## src/rtl/dmem_rmw_ctrl.sv

```systemverilog
// Memory-side responder for lane-aligned data-memory requests driving a word-only sync RAM.
// Partial stores merge via read-modify-write; full-word stores write directly; loads return words.
module dmem_rmw_ctrl #(
   parameter int unsigned ADDR_W = 10,
   parameter int unsigned RD_LAT = 1
) (
   input  logic              clk,
   input  logic              rst,
   input  logic              req_valid,
   output logic              req_ready,
   input  logic [31:0]       req_addr,
   input  logic [3:0]        req_we,
   input  logic [31:0]       req_wdata,
   input  logic              req_rd,
   output logic              resp_valid,
   output logic [31:0]       resp_rdata,
   output logic [ADDR_W-1:0] mem_addr,
   output logic              mem_ren,
   output logic              mem_wen,
   output logic [31:0]       mem_wdata,
   input  logic [31:0]       mem_rdata
);

   localparam int unsigned CntW = (RD_LAT > 1) ? $clog2(RD_LAT + 1) : 1;

   typedef enum logic [1:0] {StIdle, StRdWait, StWrite, StResp} state_e;

   state_e            state_q, state_d;
   logic [CntW-1:0]   cnt_q, cnt_d;
   logic [3:0]        we_q, we_d;
   logic [31:0]       wdata_q, wdata_d;
   logic              rd_q, rd_d;
   logic [ADDR_W-1:0] addr_q, addr_d;
   logic              ren_q, ren_d;
   logic              wen_q, wen_d;
   logic [31:0]       mem_wdata_q, mem_wdata_d;
   logic              resp_valid_q, resp_valid_d;
   logic [31:0]       resp_rdata_q, resp_rdata_d;

   // Byte-address bits outside the word address are don't-care.
   logic unused_addr;
   assign unused_addr = ^{req_addr[31:ADDR_W+2], req_addr[1:0]};

   function automatic logic [31:0] merge(input logic [3:0] we, input logic [31:0] wd,
                                         input logic [31:0] rd);
      logic [31:0] m;
      for (int i = 0; i < 4; i++) begin
         m[8*i +: 8] = we[i] ? wd[8*i +: 8] : rd[8*i +: 8];
      end
      return m;
   endfunction

   assign req_ready = (state_q == StIdle) && !rst;

   always_comb begin
      state_d      = state_q;
      cnt_d        = cnt_q;
      we_d         = we_q;
      wdata_d      = wdata_q;
      rd_d         = rd_q;
      addr_d       = addr_q;
      ren_d        = 1'b0;
      wen_d        = 1'b0;
      mem_wdata_d  = mem_wdata_q;
      resp_valid_d = 1'b0;
      resp_rdata_d = resp_rdata_q;
      case (state_q)
         StIdle: begin
            if (req_valid && req_ready) begin
               addr_d  = req_addr[ADDR_W+1:2];
               we_d    = req_we;
               wdata_d = req_wdata;
               rd_d    = req_rd;
               cnt_d   = '0;
               if (req_we == 4'hF) begin
                  state_d     = StWrite;
                  wen_d       = 1'b1;
                  mem_wdata_d = req_wdata;
               end else if (req_we != 4'h0 || req_rd) begin
                  state_d = StRdWait;
                  ren_d   = 1'b1;
               end
            end
         end
         StRdWait: begin
            // mem_rdata is valid in the last wait cycle; capture it on this edge.
            if (cnt_q == CntW'(RD_LAT)) begin
               cnt_d = '0;
               if (we_q != 4'h0) begin
                  state_d     = StWrite;
                  wen_d       = 1'b1;
                  mem_wdata_d = merge(we_q, wdata_q, mem_rdata);
               end else if (rd_q) begin
                  state_d      = StResp;
                  resp_valid_d = 1'b1;
                  resp_rdata_d = mem_rdata;
               end else begin
                  state_d = StIdle;
               end
            end else begin
               cnt_d = cnt_q + 1'b1;
            end
         end
         StWrite: state_d = StIdle;
         StResp:  state_d = StIdle;
         default: state_d = StIdle;
      endcase
   end

   always_ff @(posedge clk) begin
      if (rst) begin
         state_q      <= StIdle;
         cnt_q        <= '0;
         we_q         <= '0;
         wdata_q      <= '0;
         rd_q         <= 1'b0;
         addr_q       <= '0;
         ren_q        <= 1'b0;
         wen_q        <= 1'b0;
         mem_wdata_q  <= '0;
         resp_valid_q <= 1'b0;
         resp_rdata_q <= '0;
      end else begin
         state_q      <= state_d;
         cnt_q        <= cnt_d;
         we_q         <= we_d;
         wdata_q      <= wdata_d;
         rd_q         <= rd_d;
         addr_q       <= addr_d;
         ren_q        <= ren_d;
         wen_q        <= wen_d;
         mem_wdata_q  <= mem_wdata_d;
         resp_valid_q <= resp_valid_d;
         resp_rdata_q <= resp_rdata_d;
      end
   end

   assign mem_addr   = addr_q;
   assign mem_ren    = ren_q;
   assign mem_wen    = wen_q;
   assign mem_wdata  = mem_wdata_q;
   assign resp_valid = resp_valid_q;
   assign resp_rdata = resp_rdata_q;

endmodule

```

## config.mk

```make
export PLATFORM = sky130hd
export DESIGN_NAME = dmem_rmw_ctrl
export DESIGN_NICKNAME = d
export VERILOG_FILES = /design/src/rtl/dmem_rmw_ctrl.sv
export SDC_FILE = /design/constraint.sdc
export NUM_CORES = 1
export LEC_CHECK = 0
export BUFFER_PORTS_ARGS = -buffer_cell sky130_fd_sc_hd__buf_2
export CORE_MARGIN = 2
export CORE_UTILIZATION = 45
export CTS_BUF_LIST = sky130_fd_sc_hd__clkbuf_16
export CTS_CLUSTER_DIAMETER = 60
export DETAILED_ROUTE_END_ITERATION = 16
export HOLD_SLACK_MARGIN = 0.15
export PLACE_DENSITY_LB_ADDON = 0.25
export SYNTH_ARGS = -nofsm -noshare
export SYNTH_HDL_FRONTEND = slang
export SYNTH_SLANG_ARGS = --single-unit
```

## constraint.sdc

```tcl
create_clock -name clk -period 2.3 [get_ports clk]
set_input_delay 0.115 -clock clk [delete_from_list [all_inputs] [get_ports clk]]
set_output_delay 0.115 -clock clk [all_outputs]
set_load 0.02 [all_outputs]
```

; ---- Yosys cells after proc, flatten, opt, wreduce, memory -nomap -nowiden
; Cells that the tools add are included.
[word_totals]
mem_count = 0
out_inout_bits = 78
ram_bits = 0
inputBits = 104
regBits = 117
elab_cells = 68
latchBits = 0
romBits = 0
[classes]
reduce_logical = 16
n_mux = 26
add_sub_neg = 1
shift = 0
n_mul = 0
n_div = 0
magnitude_cmp = 0
n_bitwise = 5
eq_ne = 9
[ops]
columns = operator, n
row1 = $mux 32, 4
row2 = $pmux 32 s2, 1
row3 = $mux 8, 4
row4 = $mux 2, 6
row5 = $mux 1, 8
row6 = $reduce_bool 4->1, 2
row7 = $reduce_or 4->1, 2
row8 = $pmux 2 s3, 1
row9 = $not 1->1, 5
row10 = $reduce_and 5->1, 1
row11 = $eq 2x2->1 const B, 2
row12 = $eq 4x4->1 const B, 1
row13 = $ne 2x1->1 const B, 2
row14 = $ne 2x2->1 const B, 2
row15 = $pmux 1 s2, 2
row16 = $reduce_and 2->1, 2
row17 = $reduce_and 4->1, 1
row18 = $ne 3x1->1 const B, 1
row19 = $reduce_and 3->1, 1
row20 = $eq 2x1->1 const B, 1
row21 = $logic_and 1x1->1, 2
row22 = $logic_not 2->1, 1
row23 = $reduce_bool 2->1, 1
row24 = $reduce_or 2->1, 1
row25 = 3 further kinds, 3

; ---- Depth between registers and ports, before layout
[depth]
ltp_word = 6
mapped_depth = 7
depth_no_buf = 3

; ---- Least setup slack after synthesis
; No wires, ideal clock.
[synth_path]
path_kind = register to register
start = register we_q[2]
end = register resp_rdata_q[10], in the netlist resp_rdata[10]
setup_slack_ns = 0.494
stages_incl_launch_ff = 6
setup_time_ns = 0.072
n_path_buf = 2
required_time_ns = 2.228
synth_period_minus_slack_ns = 1.806
arrival_ns = 1.735
cell_sequence = dfxtp_1 > buf_2 > or4_1 > nor3_2 > buf_4 > mux2i_1
[synth_between]
elab_chain_len = 3
[synth_rtl]
columns = element, line
row1 = "start, declared", 30  ; logic [3:0] we_q, we_d;
row2 = "start signal, assigned", 126  ; we_q <= we_d;
row3 = $reduce_bool 4->1, 89  ; if (we_q != 4'h0) begin
row4 = $not 1->1 (no line), n/a
row5 = $reduce_and 4->1 (no line), n/a
row6 = "end signal, assigned", 134  ; resp_rdata_q <= resp_rdata_d;
row7 = "end, declared", 38  ; logic [31:0] resp_rdata_q, resp_rdata_d;
; Every way passes these cells.
; A chain may end at the register's enable or synchronous reset.

; ---- Worst setup path in the final report
[layout_path]
start = register state_q[0]
end = register mem_wdata_q[9], in the netlist mem_wdata[9]
[layout_between]
elab_chain_len = 5
word_cells_on_any_way = 11
classes_between = 5 x eq/ne / 1 x mux / 5 x reduce/logical
[layout_rtl]
columns = element, line
row1 = "start, declared", 28  ; state_e state_q, state_d;
row2 = "start signal, assigned", 112  ; state_q <= StIdle;
row3 = "start signal, assigned", 124  ; state_q <= state_d;
row4 = $logic_not 2->1, "53, 67"
row5 = $logic_and 1x1->1, 53  ; assign req_ready = (state_q == StIdle) && !rst;
row6 = $logic_and 1x1->1, 69  ; if (req_valid && req_ready) begin
row7 = $ne 2x1->1 (no line), n/a
row8 = $reduce_and 5->1 (no line), n/a
row9 = "end signal, assigned", 132  ; mem_wdata_q <= mem_wdata_d;
row10 = "end, declared", 36  ; logic [31:0] mem_wdata_q, mem_wdata_d;
; Parallel ways exist; a longest one is shown, timed or not.

==> flow_metrics.py <==
metrics = {
    "synthesis": {
        "synth_warnings": 0,
        "post-synth-top-area-fraction_pct": 40.4,
        "synth_top_flop_cell": "sky130_fd_sc_hd__dfxtp_1",
        "synth_sequential_area_ratio_pct": 40.4,
        "mappedNetlistArea_sq_um": 5800,
        "synth_seq_cells": 117,
        "syn-instance-count": 641,
        "post_synth.cell_area_avg_sq_um": 9.05,
        "netlist-cell-type-count": 34,
        "netlist_top_cells_count": "117 x sky130_fd_sc_hd__dfxtp_1, 94 x sky130_fd_sc_hd__nand2_1, 66 x sky130_fd_sc_hd__nand2b_1",
        "synth.area.top_cells": "sky130_fd_sc_hd__dfxtp_1 40%, sky130_fd_sc_hd__o41ai_2 8.1%, sky130_fd_sc_hd__nand2b_1 7.1%",
        "postSynthNetCount": 745,
        "synth_top_cell_by_area": "sky130_fd_sc_hd__dfxtp_1",
        "synth.most_common_cell": "sky130_fd_sc_hd__dfxtp_1",
        "synth-async-reset-ratio_pct": 0,
        "number_of_flops_mapped_to_enable_cells_by_yosys": 0,
    },
    "clocking": {
        "cts.repair.resized": 0,
        "ctsHtreeMaxLevel": 4,
        "clk_pin_slew_ns": 0.06,
        "clkLatencyLatePin_ns": 0.42,
        "post_cts_setup_bufs": 0,
        "cts_num_sinks": 117,
        "cts-root-buf": "sky130_fd_sc_hd__clkbuf_16",
        "clock_path_buffers": 2,
        "cts_made_buffers": 17,
        "tritoncts": "built",
    },
    "pwr": {
        "switching_power_uw": 1450,
        "share_seq_of_total_power_pct": 39.7,
        "switching_power_share_of_the_total_pct": 26.5,
        "power_frac_comb_pct": 15.2,
        "ir_worst_vdd_uv": 430,
        "power_density_nw_per_um2": 678,
        "p_int_uw": 4030,
        "power.static_leakage_uw": 0.00358,
        "p_clk_share_pct": 45.1,
    },
    "job": {
        "maxCapViolations": 0,
    },
    "floorplan": {
        "ioPinCount": 182,
        "floorplan.core_area_sq_um": 12600,
        "fp.dieArea_sq_um": 13800,
        "die_h_um": 118,
        "rows": 41,
        "die_width_um": 118,
        "initial_standard_cell_utilization_of_the_core_pct": 45.9,
    },
    "sta": {
        "setup_total_negative_slack_ns": 0,
        "clock-skew-final_ns": 0.00580,
        "timing_max_transition_violations_final": 0,
        "finalCritPeriodShare_pct": 88.6,
        "grt_setup_unrepaired": "false",
        "setup_violations": 0,
        "final-hold-violation-count": 0,
        "maxClockFrequency_mhz": 491,
        "worst-slew-pin-transition_ns": 1.00,
        "layout_min_cycle_time_ns": 2.04,
        "max-slew-margin-rel_pct": 33.1,
    },
    "final_layout": {
        "layoutNonFillerInstCount": 1041,
        "antenna_cells_inserted": 0,
        "areaGrowthSynthToFinish_pct": 39.4,
        "final_layout_size_suffix_gt1_share_pct": 28.1,
        "finalNetCount": 960,
    },
    "critical_path": {
        "regToRegStartpoint": "state_q[0]$_SDFFE_PP0P_",
        "worstRegToRegCells": 4,
        "reg2reg_setup_slack_ns": 0.26,
        "cp.required_ns": 2.56,
        "worst_setup_path_end_kind": "flop",
        "critical_path.cell_chain": "or4b_4 -> buf_4 -> o221ai_1 -> o41ai_2",
        "cp-endpoint": "mem_wdata[9]$_SDFFE_PP0P_",
        "crit_path_max_incr_delay_ns": 0.58,
        "path_buf_inv": 1,
        "criticalPathCategory": "reg -> reg",
        "critPathTopFamily": "simple AND/OR/NAND/NOR gates",
        "cp_data_arrival_time_ns": 2.30,
        "crit-reg2reg-capture": "mem_wdata[9]$_SDFFE_PP0P_",
        "critPathLaunch": "state_q[0]$_SDFFE_PP0P_",
        "worstSetupPathDepth": 4,
        "critical-path-slowest-cell": "sky130_fd_sc_hd__or4b_4",
        "worstPathMaxFanout": 79,
        "worstSetupStartpointType": "flop",
    },
    "drt": {
        "vias_per_cell": 5.41,
        "totalWireLength_um": 17500,
        "via_count": 5631,
        "detail-route-antenna-nets": 0,
        "avg_wl_per_cell_um": 16.8,
        "firstDrtPassIters": 6,
        "detailedRoute.firstIterationViolations": 554,
        "number_of_remaining_drc_errors": 0,
    },
    "global_routing": {
        "grt_pass1_vias": 5660,
        "grt_first_pass_wirelength_um": 28400,
        "largest_net_degree_at_the_start_of_global_routing": 111,
        "global_route.overflow_total": 0,
        "grt_antenna_before_repair": 0,
        "grt_usage_pct": 25.4,
    },
    "placement": {
        "port_buffers": 159,
        "place.gp.congestion": 0.815,
        "place_hpwl_um": 10300,
        "post-place-cells": 929,
    },
    "run_status": {
        "run_status": "completed",
    },
    "worst_hold_path": {
        "timing.hold.worst.class": "in -> reg",
    },
}
## worst min path at each step
| stage | endpoint | start | cells after the start |
|---|---|---|---|
| after floorplan | mem_addr[0]$_SDFFE_PP0P_ | req_addr[2] | 2 |
| after global placement | mem_addr[6]$_SDFFE_PP0P_ | req_addr[8] | 3 |
| after detailed placement | mem_addr[3]$_SDFFE_PP0P_ | req_addr[5] | 3 |
| after CTS | mem_addr[2]$_SDFFE_PP0P_ | req_addr[4] | 4 |
| after global routing | mem_addr[4]$_SDFFE_PP0P_ | req_addr[6] | 4 |
| final | mem_addr[3]$_SDFFE_PP0P_ | req_addr[5] | 4 |
## cell type report
cell class                      instances  area, sq um
Sequential cell                       117         2340
Multi-Input combinational cell        457         3190
Timing Repair Buffer                  261         1780
Fill cell                            1035         4540
Clock buffer                           17          425
Tap cell                              172          215
Clock inverter                         15          121
Inverter                                2         7.51
## per-layer routing
metal,track usage [%],wire length [um],up-vias
met1,31.9,7670,2697
met5,0,0,-
li1,-,-,2680
met4,9.34,365,0
met2,42.6,8480,219
met3,5.86,968,35
## power by group through the flow
stage | Combinational [uW] | Sequential [uW] | Clock, uW
2_1_floorplan | 426 | 2240 | 0
3_3_place_gp | 704 | 2210 | 0
3_5_place_dp | 716 | 2210 | 0
4_1_cts | 825 | 2170 | 2510
5_1_grt | 901 | 2180 | 2610
6_report | 833 | 2170 | 2470
## layout by cell type (no fill, tap or decap), types with 7 or more instances in the layout
master                            n
sky130_fd_sc_hd__buf_2          158
sky130_fd_sc_hd__dfxtp_1        117
sky130_fd_sc_hd__nand2_1         94
sky130_fd_sc_hd__dlygate4sd3_1   80
sky130_fd_sc_hd__nand2b_1        66
sky130_fd_sc_hd__nor2b_1         64
sky130_fd_sc_hd__nand3b_1        47
sky130_fd_sc_hd__nor2_1          38
sky130_fd_sc_hd__a211oi_1        32
sky130_fd_sc_hd__o221ai_1        32
sky130_fd_sc_hd__mux2i_1         32
sky130_fd_sc_hd__o41ai_2         29
sky130_fd_sc_hd__buf_4           22
sky130_fd_sc_hd__clkbuf_16       17
sky130_fd_sc_hd__clkinv_2         7
## flip-flops by register name, indices dropped and copies added, names as in the netlist, 2 cells and up
name / flops
we_q: 4
state_q: 2
mem_addr: 10
wdata_q: 32
mem_wdata: 32
resp_rdata: 32
## per-stage QoR
stage | util [%] | setup slack [ns] | total power (uW) | instance area (sq um) | hold slack (ns)
6_report | 64.0 | 0.262 | 5480 | 8080 | 0.409
2_1_floorplan | - | 0.494 | 2660 | 5800 | 0.214
4_1_cts | 64.0 | 0.282 | 5510 | 8080 | 0.395
3_5_place_dp | 53.4 | 0.290 | 2930 | 6730 | 0.305
3_3_place_gp | 53.4 | 0.376 | 2910 | 6730 | 0.301
5_1_grt | 64.0 | 0.181 | 5690 | 8080 | 0.441
## cells by family (layout without fill, tap and decap cells)
logic type,count (synthesis),in the layout,synth area share (%)
AND/OR/NAND/NOR,321,321,30.3
multiplexers,32,32,5.52
AO/OA/AOI/OAI,104,104,18.7
flip-flops,117,117,40.4
buffers and inverters,67,295,5.11
## repair_timing
| action | in CTS | in global routing |
|---|---|---|
| endpoints found under the hold margin | 115 | 0 |
| endpoints found under the setup margin | 0 | 0 |
| hold buffers | 80 | 0 |
## worst reg2reg max path: cells and delay by family (launching register included)
family | cells | cell delay, ns
AOI/OAI and AO/OA | 2 | 0.52
and+or+nand+nor | 1 | 0.59
buffers and inverters | 1 | 0.40
DFF | 1 | 0.39
(Power assumes the default switching activity.)
